--- config.mk ---
export PLATFORM = sky130hd
export DESIGN_NAME = instr_sequencer
export DESIGN_NICKNAME = d
export VERILOG_FILES = /design/src/rtl/instr_sequencer.sv
export SDC_FILE = /design/constraint.sdc
export NUM_CORES = 1
export LEC_CHECK = 0
export ABC_CLOCK_PERIOD_IN_PS = 2400
export BUFFER_PORTS_ARGS = -buffer_cell sky130_fd_sc_hd__buf_4
export CAP_MARGIN = 10
export CORE_MARGIN = 2
export CORE_UTILIZATION = 51
export CTS_CLUSTER_SIZE = 25
export DETAILED_ROUTE_END_ITERATION = 12
export GPL_TIMING_DRIVEN = 0
export PLACE_DENSITY = 0.8
export REMOVE_ABC_BUFFERS = 1
export SLEW_MARGIN = 20
export SYNTH_ARGS = -nofsm -noshare
export SYNTH_HDL_FRONTEND = slang
export SYNTH_SLANG_ARGS = --single-unit
export TNS_END_PERCENT = 5
--- constraint.sdc ---
create_clock -name clk -period 2.4 [get_ports clk]
set_input_delay 0.48 -clock clk [delete_from_list [all_inputs] [get_ports clk]]
set_output_delay 0.48 -clock clk [all_outputs]
set_load 0.02 [all_outputs]
--- src/rtl/instr_sequencer.sv ---
// instr_sequencer: multi-cycle fetch/decode/execute/writeback sequencer for a
// small RV32 integer subset (OP-IMM and OP). Each instruction walks
// FETCH -> DECODE -> EXEC -> WB; HALT is a sticky trap state.
// Optional build macro SEQ_ILLEGAL_TRAP_EN: when defined, an illegal opcode
// traps to HALT from DECODE; when undefined, it retires as a NOP.
module instr_sequencer #(
    parameter logic [31:0] RESET_PC = 32'h0000_0000
) (
    input  logic        clk,
    input  logic        rst_n,
    input  logic        run,
    output logic        imem_req,
    output logic [31:0] imem_addr,
    input  logic        imem_ack,
    input  logic [31:0] imem_rdata,
    output logic [31:0] pc,
    output logic [11:0] imm12,
    output logic        alu_imm,
    output logic [2:0]  alu_funct3,
    output logic [6:0]  alu_funct7,
    output logic        rf_we,
    output logic [31:0] instret,
    output logic        halted
);

    localparam logic [2:0] IDLE   = 3'd0;
    localparam logic [2:0] FETCH  = 3'd1;
    localparam logic [2:0] DECODE = 3'd2;
    localparam logic [2:0] EXEC   = 3'd3;
    localparam logic [2:0] WB     = 3'd4;
    localparam logic [2:0] HALT   = 3'd5;

    localparam logic [6:0] OPC_OP_IMM = 7'b0010011;
    localparam logic [6:0] OPC_OP     = 7'b0110011;

    logic [2:0]  state_q,   state_d;
    logic [31:0] pc_q,      pc_d;
    logic [31:0] instret_q, instret_d;
    logic [31:0] instr_q,   instr_d;
    logic [11:0] imm12_q,   imm12_d;
    logic        alu_imm_q, alu_imm_d;
    logic [2:0]  funct3_q,  funct3_d;
    logic [6:0]  funct7_q,  funct7_d;
    logic        legal_q,   legal_d;

    logic        is_op_imm;
    logic        is_op;
    logic        instr_unused;

    assign is_op_imm = (instr_q[6:0] == OPC_OP_IMM);
    assign is_op     = (instr_q[6:0] == OPC_OP);

    // Register-source and destination fields are decoded elsewhere in the core.
    assign instr_unused = ^{instr_q[19:15], instr_q[11:7]};

    // Next-state logic: sequencing, instruction capture, decode and retirement.
    always_comb begin
        state_d   = state_q;
        pc_d      = pc_q;
        instret_d = instret_q;
        instr_d   = instr_q;
        imm12_d   = imm12_q;
        alu_imm_d = alu_imm_q;
        funct3_d  = funct3_q;
        funct7_d  = funct7_q;
        legal_d   = legal_q;
        case (state_q)
            IDLE: begin
                if (run) begin
                    state_d = FETCH;
                end
            end
            FETCH: begin
                if (imem_ack) begin
                    instr_d = imem_rdata;
                    state_d = DECODE;
                end
            end
            DECODE: begin
                funct3_d = instr_q[14:12];
                funct7_d = instr_q[31:25];
                legal_d  = 1'b0;
                state_d  = EXEC;
                if (is_op_imm) begin
                    alu_imm_d = 1'b1;
                    imm12_d   = instr_q[31:20];
                    legal_d   = 1'b1;
                end else if (is_op) begin
                    alu_imm_d = 1'b0;
                    legal_d   = 1'b1;
                end else begin
`ifdef SEQ_ILLEGAL_TRAP_EN
                    state_d = HALT;
`else
                    state_d = EXEC;
`endif
                end
            end
            EXEC: begin
                state_d = WB;
            end
            WB: begin
                pc_d      = pc_q + 32'd4;
                instret_d = instret_q + 32'd1;
                state_d   = run ? FETCH : IDLE;
            end
            HALT: begin
                state_d = HALT;
            end
            default: begin
                state_d = IDLE;
            end
        endcase
    end

    // State registers; reset aborts any instruction in flight.
    always_ff @(posedge clk or negedge rst_n) begin
        if (!rst_n) begin
            state_q   <= IDLE;
            pc_q      <= RESET_PC;
            instret_q <= 32'd0;
            instr_q   <= 32'd0;
            imm12_q   <= 12'd0;
            alu_imm_q <= 1'b0;
            funct3_q  <= 3'd0;
            funct7_q  <= 7'd0;
            legal_q   <= 1'b0;
        end else begin
            state_q   <= state_d;
            pc_q      <= pc_d;
            instret_q <= instret_d;
            instr_q   <= instr_d;
            imm12_q   <= imm12_d;
            alu_imm_q <= alu_imm_d;
            funct3_q  <= funct3_d;
            funct7_q  <= funct7_d;
            legal_q   <= legal_d;
        end
    end

    assign imem_req   = (state_q == FETCH);
    assign imem_addr  = pc_q;
    assign pc         = pc_q;
    assign instret    = instret_q;
    assign imm12      = imm12_q;
    assign alu_imm    = alu_imm_q;
    assign alu_funct3 = funct3_q;
    assign alu_funct7 = funct7_q;
    assign rf_we      = (state_q == WB) && legal_q;
    assign halted     = (state_q == HALT);

endmodule
==> summary.md <==
| Metric | Value |
|---|---|
| Slew Limit Fails | `0` |
| Synthesized area | `0.00499 mm²` |
| Primary FF master, synth | `dfrtp_1` |
| Area taken by multi-input logic gates | `0.00189 mm²` |
| Synth Area in Adders | `0.501%` |
| Worst VDD drop | `between 0.5 and 0.6 mV` |
| Type of origin of the critical path | `flip-flop` |
| Reg clk slew, reported paths | `0.11 ns` |
| Worst skew pair latency | `0.36 ns` |
| Register area share after synthesis | `55.7%` |
| Synth Area in Compound Gates | `0.426%` |
| Via density | `5.16` |
| Flip-flop and latch count after synthesis | `roughly 110` |
| Leakage power | `0.00304 µW` |
| Placed Cells | `approximately 640` |
| PwrDens | `around 840 mW/mm²` |
| Main combinational cell family by area after synthesis | `simple AND/OR/NAND/NOR gates` |
| Run status | `finished, final reports clean` |
| Min-Delay Path Class | `in -> async` |
| Required @ worst endpoint | `2.64 ns` |
| Antenna Nets Post-Route | `0` |
| CTS max path bufs | `2` |
| Fillers | `just under 800` |
| Max-cap viol count | `0` |
| Tot Pwr | `5220 µW` |
| Nets@finish | `~560` |
| Synth async-reset ratio | `100%` |
| Die width | `103 µm` |
| Register share of total power | `between 40 and 50%` |
| Die height | `103 µm` |
| Critical path class | `reg -> reg` |
| Diode count | `0` |
| Slew HR | `28.7%` |
| Vias post-DR | `3410` |
| Mux cell area share after synthesis | `under 10%` |
| Crit path max fanout | `11` |
| Simple-gate area share of the yosys netlist | `15.7%` |
| Register area | `0.00278 mm²` |
| Final WL | `~10000 µm` |
| CORE AREA | `0.00964 mm²` |
| Combinational power share | `29.1%` |
| WL per Instance | `15.3 µm` |
| Initial DRC Count | `110` |
| Largest net degree at the start of global routing | `112` |
| DRC viols | `0` |
| Cells after Synth | `approximately 400` |
| Crit path time final | `2.27 ns` |
| Starting Density | `51.8%` |
| Unique masters post-synth | `35` |
| Area added between synthesis and finish | `23.9%` |
| CTS buffer count | `9` |
| Global routing usage on met1 | `23.5%` |
| Syn avg cell area | `12.3 µm²` |
| Met2 Use GR | `33.6%` |
| Sw frac | `around a third` |
| Setup TNS | `0 ns` |
| Area of the die | `0.0106 mm²` |
| First-pass GRT wire length | `16200 µm` |
| Root Driver | `clkbuf_8` |
| Hold-fix buffers, CTS | `0` |
| NetSw | `1680 µW` |
| Number of cell rows | `36` |
| Fin crit share | `94.6%` |
| 1st-pass router iterations | `4` |
| Final Instance Count excl. Fillers | `about 660` |
| Depth of the CTS H-tree | `3` |
| GRT overflow | `0` |
| RSZ-0062 raised after global routing | `no` |
| Setup violators final | `0` |
| Grt peak-use layer | `met2` |
| Clock Skew | `0.0145 ns` |
| Post-DP HPWL | `7370 µm` |
| Number of global-route vias before repair | `~3400` |
| CTS sink cnt | `111` |
| Pint | `3540 µW` |
| Fin. Hold Viols | `0` |
| Worst-margin pin slew | `1.06 ns` |
| Placer Congestion | `approximately 0.82` |
| CP endpoint kind | `flip-flop` |
| GRT Util Overall | `19.5%` |
| CP arrival | `2.51 ns` |
| Port Buffers | `143` |
| Max Freq | `0.441 GHz` |
| CTS tree | `built` |
| GR met3 Demand/Resource | `5.42%` |
| Num ports | `158` |
| EDFF count, synth | `0` |
| Antenna violations before repair | `0` |
| Post-Synth XOR/XNOR Area | `10.7%` |
| Hold_ws | `0.0143 ns` |
| Fin util | `between 60% and 70%` |
| Yosys warning total | `0` |
| Clock power share | `21.0%` |
| Layout cell share with drive strength beyond 1 | `41.3%` |
==> metrics by stage <==
stage	instance area, µm²	setup slack (ns)
final	6180	0.130
after global routing	6180	0.0150
after CTS	6150	0.133
after detailed placement	5930	-0.957
after global placement	5910	-1.17
after floorplan	4670	-0.254
==> worst max-delay path: stages, from the launching register on <==
cell and delay (ns):
dfrtp_1 0.57, or3b_4 0.53, nor4_4 0.67, nand4_1 0.21, xnor2_1 0.18
==> power groups by stage <==
stage	combinational (µW)	sequential (µW)	clock (µW)
2_1_floorplan	667	2810	0
3_3_place_gp	1450	2590	0
3_5_place_dp	1510	2630	0
4_1_cts	1540	2610	1130
5_1_grt	1640	2670	1200
6_report	1520	2600	1100
==> kinds of logic after synthesis <==
kind of cell	Yosys count
other cells	1
mux	44
fa+ha+maj	2
flops	111
buf+inv	50
simple gates	135
compound gates	3
xor+xnor	61
==> cell usage in the layout, fill, tap and decap left out, drive strengths merged, types with 2 or more instances in the layout <==
master and n:
and2 4, and3 13, and4 2, buf 147, clkbuf 12, conb 4
dfrtp 111, ha 2, inv 7, mux2 44, nand2 29, nand3 22
nand4 26, nor2 12, nor3 8, nor3b 4, nor4 5, or2 2
or4 2, xnor2 48, xor2 13
==> flip-flops by register name, summed over array words and instances, names as in the netlist <==
| register | count |
|---|---|
| alu_funct7 | 7 |
| imm12 | 12 |
| imem_addr | 30 |
| alu_funct3 | 3 |
| alu_imm | 1 |
| instr_q | 22 |
| legal_q | 1 |
| instret | 32 |
| state_q | 3 |
==> cell usage after synthesis (2+ instances only) <==
master    number  share of area, %
and2_1         4              0.50
and3_1        13               1.6
and4_1         2              0.35
buf_2          4              0.40
buf_4         36               5.4
buf_6          3              0.68
clkbuf_1       2              0.15
dfrtp_1      111                56
ha_1           2              0.50
inv_1          5              0.38
mux2_2        44               9.9
nand2_1       29               2.2
nand3_1       22               2.2
nand4_1       26               3.3
nor2_1        12              0.90
nor3_1         8              0.80
nor3b_1        2              0.30
nor3b_2        2              0.50
nor4_1         2              0.25
nor4_4         2              0.85
or2_2          2              0.25
or4_1          2              0.30
xnor2_1       48               8.4
xor2_1        13               2.3
==> worst paths after layout <==
check                                from            end  slack (ns)  cells past startpoint
hold / removal                      rst_n     instret[4]        0.01                      1
setup reg to reg               state_q[2]    instret[22]        0.13                      4
hold reg to reg               instret[31]    instret[31]        0.49                      1
min in group clk           imem_rdata[25]    instr_q[25]        0.35                      2
max in group asynchronous           rst_n  alu_funct7[2]        1.71                      2
setup / recovery               state_q[2]    instret[22]        0.13                      4
==> layout make-up <==
class	instances	share of cell area [%]
Clock buffer	12	2.67
Tap cell	133	2.69
Timing Repair Buffer	147	18.2
Inverter	5	0.304
Multi-Input combinational cell	249	30.6
Clock inverter	4	0.587
Sequential cell	111	44.9
==> routing by layer <==
| layer | vias up | part of all wire, % |
|---|---|---|
| met5 | - | 0 |
| met2 | 113 | 50 |
| met4 | 0 | 1.2 |
| met3 | 10 | 7.3 |
| li1 | 1595 | - |
| met1 | 1692 | 41 |
==> timing repair <==
action                                 CTS  global route
resized for setup                        3             0
buffers inserted                         1             0
endpoints found under the hold margin    0             0
setup endpoints to repair               26             0
Power figures use the tool's default switching activity.
